===== src/rtl/mult_datapath_if.sv =====
// Strobe/status bundle between the multiplier control FSM (master) and the
// shift-add datapath (slave).
interface mult_datapath_if #(
    parameter int N = 4
);
    logic           Load;
    logic           Sh;
    logic           Ad;
    logic           Done;
    logic [N-1:0]   Mplier;
    logic [N-1:0]   Mcand;
    logic           K;
    logic           M;
    logic [2*N-1:0] Product;

    modport master (
        output Load, Sh, Ad, Done, Mplier, Mcand,
        input  K, M, Product
    );

    modport slave (
        input  Load, Sh, Ad, Done, Mplier, Mcand,
        output K, M, Product
    );
endinterface


===== src/rtl/mult_datapath.sv =====
// Shift-add multiplier datapath: (2N+1)-bit accumulator/multiplier register and shift counter.
// Optional MULT_PROD_LATCH_EN: Product held in a register captured on Done.
module mult_datapath #(
    parameter  int N  = 4,
    localparam int CW = $clog2(N)
) (
    input  logic         Clk,
    input  logic         Rst,
    mult_datapath_if.slave bus
);
    logic [2*N:0]  r_acc;
    logic [CW-1:0] r_cnt;
    logic [N:0]    w_sum;
    logic          w_cnt_last;

    // Carry of the add lands in r_acc[2N] and is shifted down on the next Sh.
    assign w_sum      = {1'b0, r_acc[2*N-1:N]} + {1'b0, bus.Mcand};
    assign w_cnt_last = (r_cnt == CW'(N-1));

    always_ff @(posedge Clk or posedge Rst) begin
        if (Rst) begin
            r_acc <= '0;
            r_cnt <= '0;
        end else if (bus.Load) begin
            r_acc <= {{(N+1){1'b0}}, bus.Mplier};
            r_cnt <= '0;
        end else if (bus.Ad) begin
            r_acc <= {w_sum, r_acc[N-1:0]};
        end else if (bus.Sh) begin
            r_acc <= {1'b0, r_acc[2*N:1]};
            r_cnt <= w_cnt_last ? '0 : r_cnt + 1'b1;
        end
    end

    assign bus.K = w_cnt_last;
    assign bus.M = r_acc[0];

`ifdef MULT_PROD_LATCH_EN
    logic [2*N-1:0] r_prod;

    always_ff @(posedge Clk or posedge Rst) begin
        if (Rst) begin
            r_prod <= '0;
        end else if (bus.Done) begin
            r_prod <= r_acc[2*N-1:0];
        end
    end

    assign bus.Product = r_prod;
`else
    logic w_unused_done;

    assign w_unused_done = bus.Done;
    assign bus.Product   = r_acc[2*N-1:0];
`endif
endmodule


===== src/flat_wrapper.sv =====
// flat-port wrapper written by rule: the top's interface ports become plain ports
module mult_datapath_flat 
#(
    parameter  int N  = 4,
    localparam int CW = $clog2(N)
)
  (Clk, Rst, bus_Load, bus_Sh, bus_Ad, bus_Done, bus_Mplier, bus_Mcand, bus_K, bus_M, bus_Product);
  mult_datapath_if #(.N(N)) bus_i ();
  input  logic Clk;
  input  logic Rst;
  input wire logic [$bits(bus_i.Load)-1:0] bus_Load;
  input wire logic [$bits(bus_i.Sh)-1:0] bus_Sh;
  input wire logic [$bits(bus_i.Ad)-1:0] bus_Ad;
  input wire logic [$bits(bus_i.Done)-1:0] bus_Done;
  input wire logic [$bits(bus_i.Mplier)-1:0] bus_Mplier;
  input wire logic [$bits(bus_i.Mcand)-1:0] bus_Mcand;
  output wire logic [$bits(bus_i.K)-1:0] bus_K;
  output wire logic [$bits(bus_i.M)-1:0] bus_M;
  output wire logic [$bits(bus_i.Product)-1:0] bus_Product;
  assign bus_i.Load = bus_Load;
  assign bus_i.Sh = bus_Sh;
  assign bus_i.Ad = bus_Ad;
  assign bus_i.Done = bus_Done;
  assign bus_i.Mplier = bus_Mplier;
  assign bus_i.Mcand = bus_Mcand;
  assign bus_K = bus_i.K;
  assign bus_M = bus_i.M;
  assign bus_Product = bus_i.Product;
  mult_datapath #(.N(N)) u_core (.Clk(Clk), .Rst(Rst), .bus(bus_i));
endmodule

===== config.mk =====
export PLATFORM = sky130hd
export DESIGN_NAME = mult_datapath_flat
export DESIGN_NICKNAME = d
export VERILOG_FILES = /design/src/rtl/mult_datapath_if.sv /design/src/rtl/mult_datapath.sv /design/src/flat_wrapper.sv
export SDC_FILE = /design/constraint.sdc
export NUM_CORES = 1
export LEC_CHECK = 0
export ABC_CLOCK_PERIOD_IN_PS = 3300
export CAP_MARGIN = 20
export CORE_MARGIN = 3
export CORE_UTILIZATION = 48
export CTS_CLUSTER_SIZE = 10
export DETAILED_ROUTE_END_ITERATION = 16
export PLACE_DENSITY = 0.82
export RECOVER_POWER = 25
export SYNTH_ARGS = -nofsm -noshare
export SYNTH_HDL_FRONTEND = slang
export SYNTH_SLANG_ARGS = --single-unit

===== constraint.sdc =====
create_clock -name Clk -period 3.3 [get_ports Clk]
set_clock_uncertainty 0.05 [all_clocks]
set_input_delay 0.825 -clock Clk [delete_from_list [all_inputs] [get_ports Clk]]
set_output_delay 0.825 -clock Clk [all_outputs]
set_load 0.02 [all_outputs]

**Word level (Yosys, flattened, before mapping)**

Cells that the tools add are included.

- Register bits: 11
- Latch bits: 0
- Bits in writable memories: 0
- Bits in read-only memories: 0
- Input bits: 14
- Output and inout port bits: 10
- Word-level logic and storage cells: 17
- Memories: 0

- Add/sub/neg operators: 2
- Multiply operators: 0
- Div/mod/pow operators: 0
- $lt $le $gt $ge: 0
- Equal/unequal tests: 2
- Shift operators: 0
- Multiplexer cells: 7
- Bitwise logic cells: 0
- Reduce and logical (&&, ||, !) cells: 3

Operators with widths:

| kind | count |
|---|---|
| 9-bit 2-to-1 mux | 3 |
| 2-bit 2-to-1 mux | 4 |
| 4-bit by 4-bit adder with 5-bit output | 1 |
| 3-bit nonzero test | 1 |
| 2-bit by 1-bit adder with 2-bit output, second input constant | 1 |
| 2-bit == test, second input constant | 1 |
| 2-bit inequality test, second input constant | 1 |
| 2-bit AND reduction | 1 |
| 2-bit nonzero test | 1 |

**Logic depth before layout (Yosys ltp)**

- Depth in word-level cells: 5
- Mapped depth: 6
- Mapped depth without buffers: 6

**Worst setup path after synthesis**

No wires, ideal clock.

- Path kind: input port to flip-flop
- From: input port bus_Mcand[0]
- To: register u_core.r_acc[8]
- Library setup time: 0.099 ns
- Arrival time: 1.795 ns
- Data required time: 3.151 ns
- Path slack: 1.355 ns
- Stages on the path: 6
- Path buffers: 0
- Cell sequence: ha_1 -> inv_1 -> fa_1 -> nor2b_1 -> o21ai_0 -> a311oi_1

- Cells in the longest elaborated chain, start to end: 3

RTL lines:

| element | line | text |
|---|---|---|
| start, declared | flat_wrapper.sv:16 | `input wire logic [$bits(bus_i.Mcand)-1:0] bus_Mcand;` |
| 4-bit by 4-bit adder with 5-bit output | mult_datapath.sv:17 | `assign w_sum = {1'b0, r_acc[2*N-1:N]} + {1'b0, bus.Mcand};` |
| 9-bit 2-to-1 mux | mult_datapath.sv:27 | `end else if (bus.Ad) begin` |
| 9-bit 2-to-1 mux | mult_datapath.sv:24 | `end else if (bus.Load) begin` |
| end signal, assigned | mult_datapath.sv:25 | `r_acc <= {{(N+1){1'b0}}, bus.Mplier};` |
| end signal, assigned | mult_datapath.sv:28 | `r_acc <= {w_sum, r_acc[N-1:0]};` |
| end signal, assigned | mult_datapath.sv:30 | `r_acc <= {1'b0, r_acc[2*N:1]};` |
| end, declared | mult_datapath.sv:11 | `logic [2*N:0] r_acc;` |

Every way passes these cells. The select of a mux whose other input is x is not followed.
A chain may end at the register's enable or synchronous reset.

**Worst setup path after layout**

- From: register u_core.r_cnt[0]
- To: output port bus_K

- Cells in the longest elaborated chain, start to end: 1

RTL lines:

| element | line | text |
|---|---|---|
| start, declared | mult_datapath.sv:12 | `logic [CW-1:0] r_cnt;` |
| start signal, assigned | mult_datapath.sv:31 | `r_cnt <= w_cnt_last ? '0 : r_cnt + 1'b1;` |
| 2-bit == test | mult_datapath.sv:18 | `assign w_cnt_last = (r_cnt == CW'(N-1));` |
| end, declared | flat_wrapper.sv:17 | `output wire logic [$bits(bus_i.K)-1:0] bus_K;` |

Every way passes these cells.

==> impl_metrics.tcl <==
set metrics [dict create \
    status "complete, no violations" \
    min_path_type "reg -> reg" \
    hold_buffers 0 \
    grt_max_degree 16 \
    cpPeakStageDelay_ps 600 \
    fmax_mhz 436.4 \
    hold_viol_final 0 \
    relSlewSlack_pct 63.46 \
    critPathArrivalTime_ps 1420 \
    cp-start-kind "flip-flop" \
    drt_iter0_drc 1 \
    cts_buffer_depth 2 \
    fp.coreArea_um2 1383 \
    async_flop_share_pct 100.0 \
    tns_ps 0 \
    hold_path.startpoint "u_core.r_cnt[1]$_DFFE_PP0P_" \
    slew_viol_final 0 \
    ir_drop_v 0.0002162 \
    synth_seq_cells 11 \
    crit_buf_inv 1 \
    syn_nets 95 \
    synth_top_area_cell "dfrtp_1" \
    ys.warnings.count 0 \
    io_buffers 22 \
    path_max_fanout 3 \
    wl_per_cell_um 12.67 \
    cts_resized 0 \
    p_leak_nw 0.4299 \
    fp-row-count 13 \
    clock_sinks 11 \
    cp_top_family "buffers and inverters" \
    worst_pin_slew_ps 546.4 \
    htreeDepth 1 \
    synth_flop_cell "dfrtp_1" \
    rsz0062_at_grt "no" \
    synth.area.top_cells "dfrtp_1, mux2i_1, buf_4" \
    grt_pass1_vias 564 \
    syn_inst 75 \
    clk_pin_slew_ps 70 \
    worstSetupPathType "reg -> out" \
    powerDensity_nw_per_um2 386.0 \
    detail-route-antenna-nets 0 \
    ys_seq_area_share_pct 36.67 \
    syn-mean-instance-area_um2 10.01 \
    drive_gt1_share_pct 6.742 \
    gp_congestion 0.7155 \
    die-area_um2 2074 \
    grt_pass1_wl_mm 2.242 \
    slowest_stage "clkdlybuf4s50_1" \
    vias 559 \
    grt_use_total_pct 15.38 \
    synth_top_area_share_pct 36.67 \
    cts_tree "built" \
    antenna_found_initial 0 \
    die_h_um 45.55 \
    crit_chain "ha_1, clkdlybuf4s50_1" \
    drc 0 \
    min_period_ps 2291 \
    crit_start "u_core.r_cnt[0]$_DFFE_PP0P_" \
    pin_count 24 \
    synth_most_common_cell "dfrtp_1" \
    dpl.hpwl_mm 1.001 \
    clk_latency_ps 270 \
    root_buffer "clkbuf_4" \
    finalWirelength_mm 1.318 \
    cp.required_ps 2420 \
    antennaDiodeCount 0 \
    setup_viol 0 \
    start_util_pct 54.30 \
    synthDistinctLibCells 22 \
    syn_to_final_growth_pct 22.67 \
    grt.overflow.total 0 \
    post_cts_buffers 0 \
    layout.nets 110 \
    viasPerCell 5.375 \
    fp.dieW_um 45.55 \
    r2r_start "u_core.r_acc[4]$_DFFE_PP0P_" \
    fin_crit_sh_pct 69.43 \
    utilization_pct 66.61 \
    synth_edf_count 0 \
    synth.cell_area_um2 750.7 \
    yosys-top-cells-count "dfrtp_1, buf_4, mux2i_1" \
    cts_buffers 3 \
    max_cap_viol_count 0 \
    end_kind "output pin" \
    drt-pass1-iter-count 4 \
]
-- kinds of logic (layout without fill, tap and decap cells) --
family                   Yosys count  after routing  synth area share [%]
buffers and inverters             18             32                 15.66
AO/OA/AOI/OAI                     14             14                 11.50
flip-flops                        11             11                 36.67
XOR/XNOR                           1              1                 1.167
multiplexers                       8              8                 11.33
adder cells (fa/ha/maj)            6              6                 11.00
AND/OR/NAND/NOR                   17             17                 12.67
-- worst reg2reg max path, cell delays in order, from the launching register on --
cell and delay (ps):
dfrtp_1 410, ha_1 190, inv_1 60, fa_1 400, nor2b_1 130, o21ai_0 80
a311oi_1 250
-- layout by cell type, fill, tap and decap left out --
cell type,n
a21oi_1,3
dfrtp_1,11
fa_1,1
a311oi_1,1
xor2_1,1
and4b_1,1
a211oi_1,5
ha_1,5
nor4_2,1
clkbuf_4,3
clkbuf_1,1
nor2b_1,4
mux2i_1,7
clkdlybuf4s50_1,21
o21ai_0,1
dlygate4sd3_1,1
o21ai_1,4
mux2_4,1
nor2_1,4
nand3_1,1
nand2b_2,1
inv_1,6
nand2_1,5
-- where the power goes --
part           switching [mW]  internal (mW)
Combinational          0.0511         0.0566
Clock                  0.0435         0.0468
Sequential             0.0108          0.147
Total                   0.105          0.250
-- per-stage QoR --
step	std cells	power (mW)	setup WS, ps	instance area (um^2)	hold slack (ps)
4_1_cts	104	0.3585	999.9	920.9	485.8
3_3_place_gp	100	0.2655	811.1	894.6	462.9
3_5_place_dp	100	0.2687	759.7	894.6	469.7
2_1_floorplan	75	0.2381	1355	750.7	443.4
5_1_grt	104	0.3764	921.8	920.9	526.4
6_report	104	0.3555	1009	920.9	478.3
-- state kept, by name, summed over array words and instances, names as in the netlist --
| register | flops |
|---|---|
| u_core.r_cnt | 2 |
| u_core.r_acc | 9 |
-- final cells by class --
type,count,area (um^2)
Timing Repair Buffer,22,220.2
Fill cell,114,461.7
Inverter,6,22.52
Sequential cell,11,275.3
Tap cell,15,18.77
Multi-Input combinational cell,46,357.8
Clock buffer,4,26.28
-- metal layers --
layer,global-route usage [%],share of wire [%]
met1,18.32,47
met2,24.23,44
met4,12.28,3.6
met5,0,0
met3,2.372,5.5
-- path summary, 6_finish.rpt --
| kind | end | slack [ps] | cells after the start |
|---|---|---|---|
| worst max-delay path | bus_K | 1010 | 2 |
| worst min-delay path | u_core.r_cnt[1]$_DFFE_PP0P_ | 480 | 2 |
| worst max register to register | u_core.r_acc[8]$_DFFE_PP0P_ | 1640 | 6 |
| worst min register to register | u_core.r_cnt[1]$_DFFE_PP0P_ | 480 | 2 |
| max in group asynchronous | u_core.r_acc[5]$_DFFE_PP0P_ | 1970 | 2 |
| min in group asynchronous | u_core.r_cnt[0]$_DFFE_PP0P_ | 940 | 2 |
(Power assumes the default switching activity.)
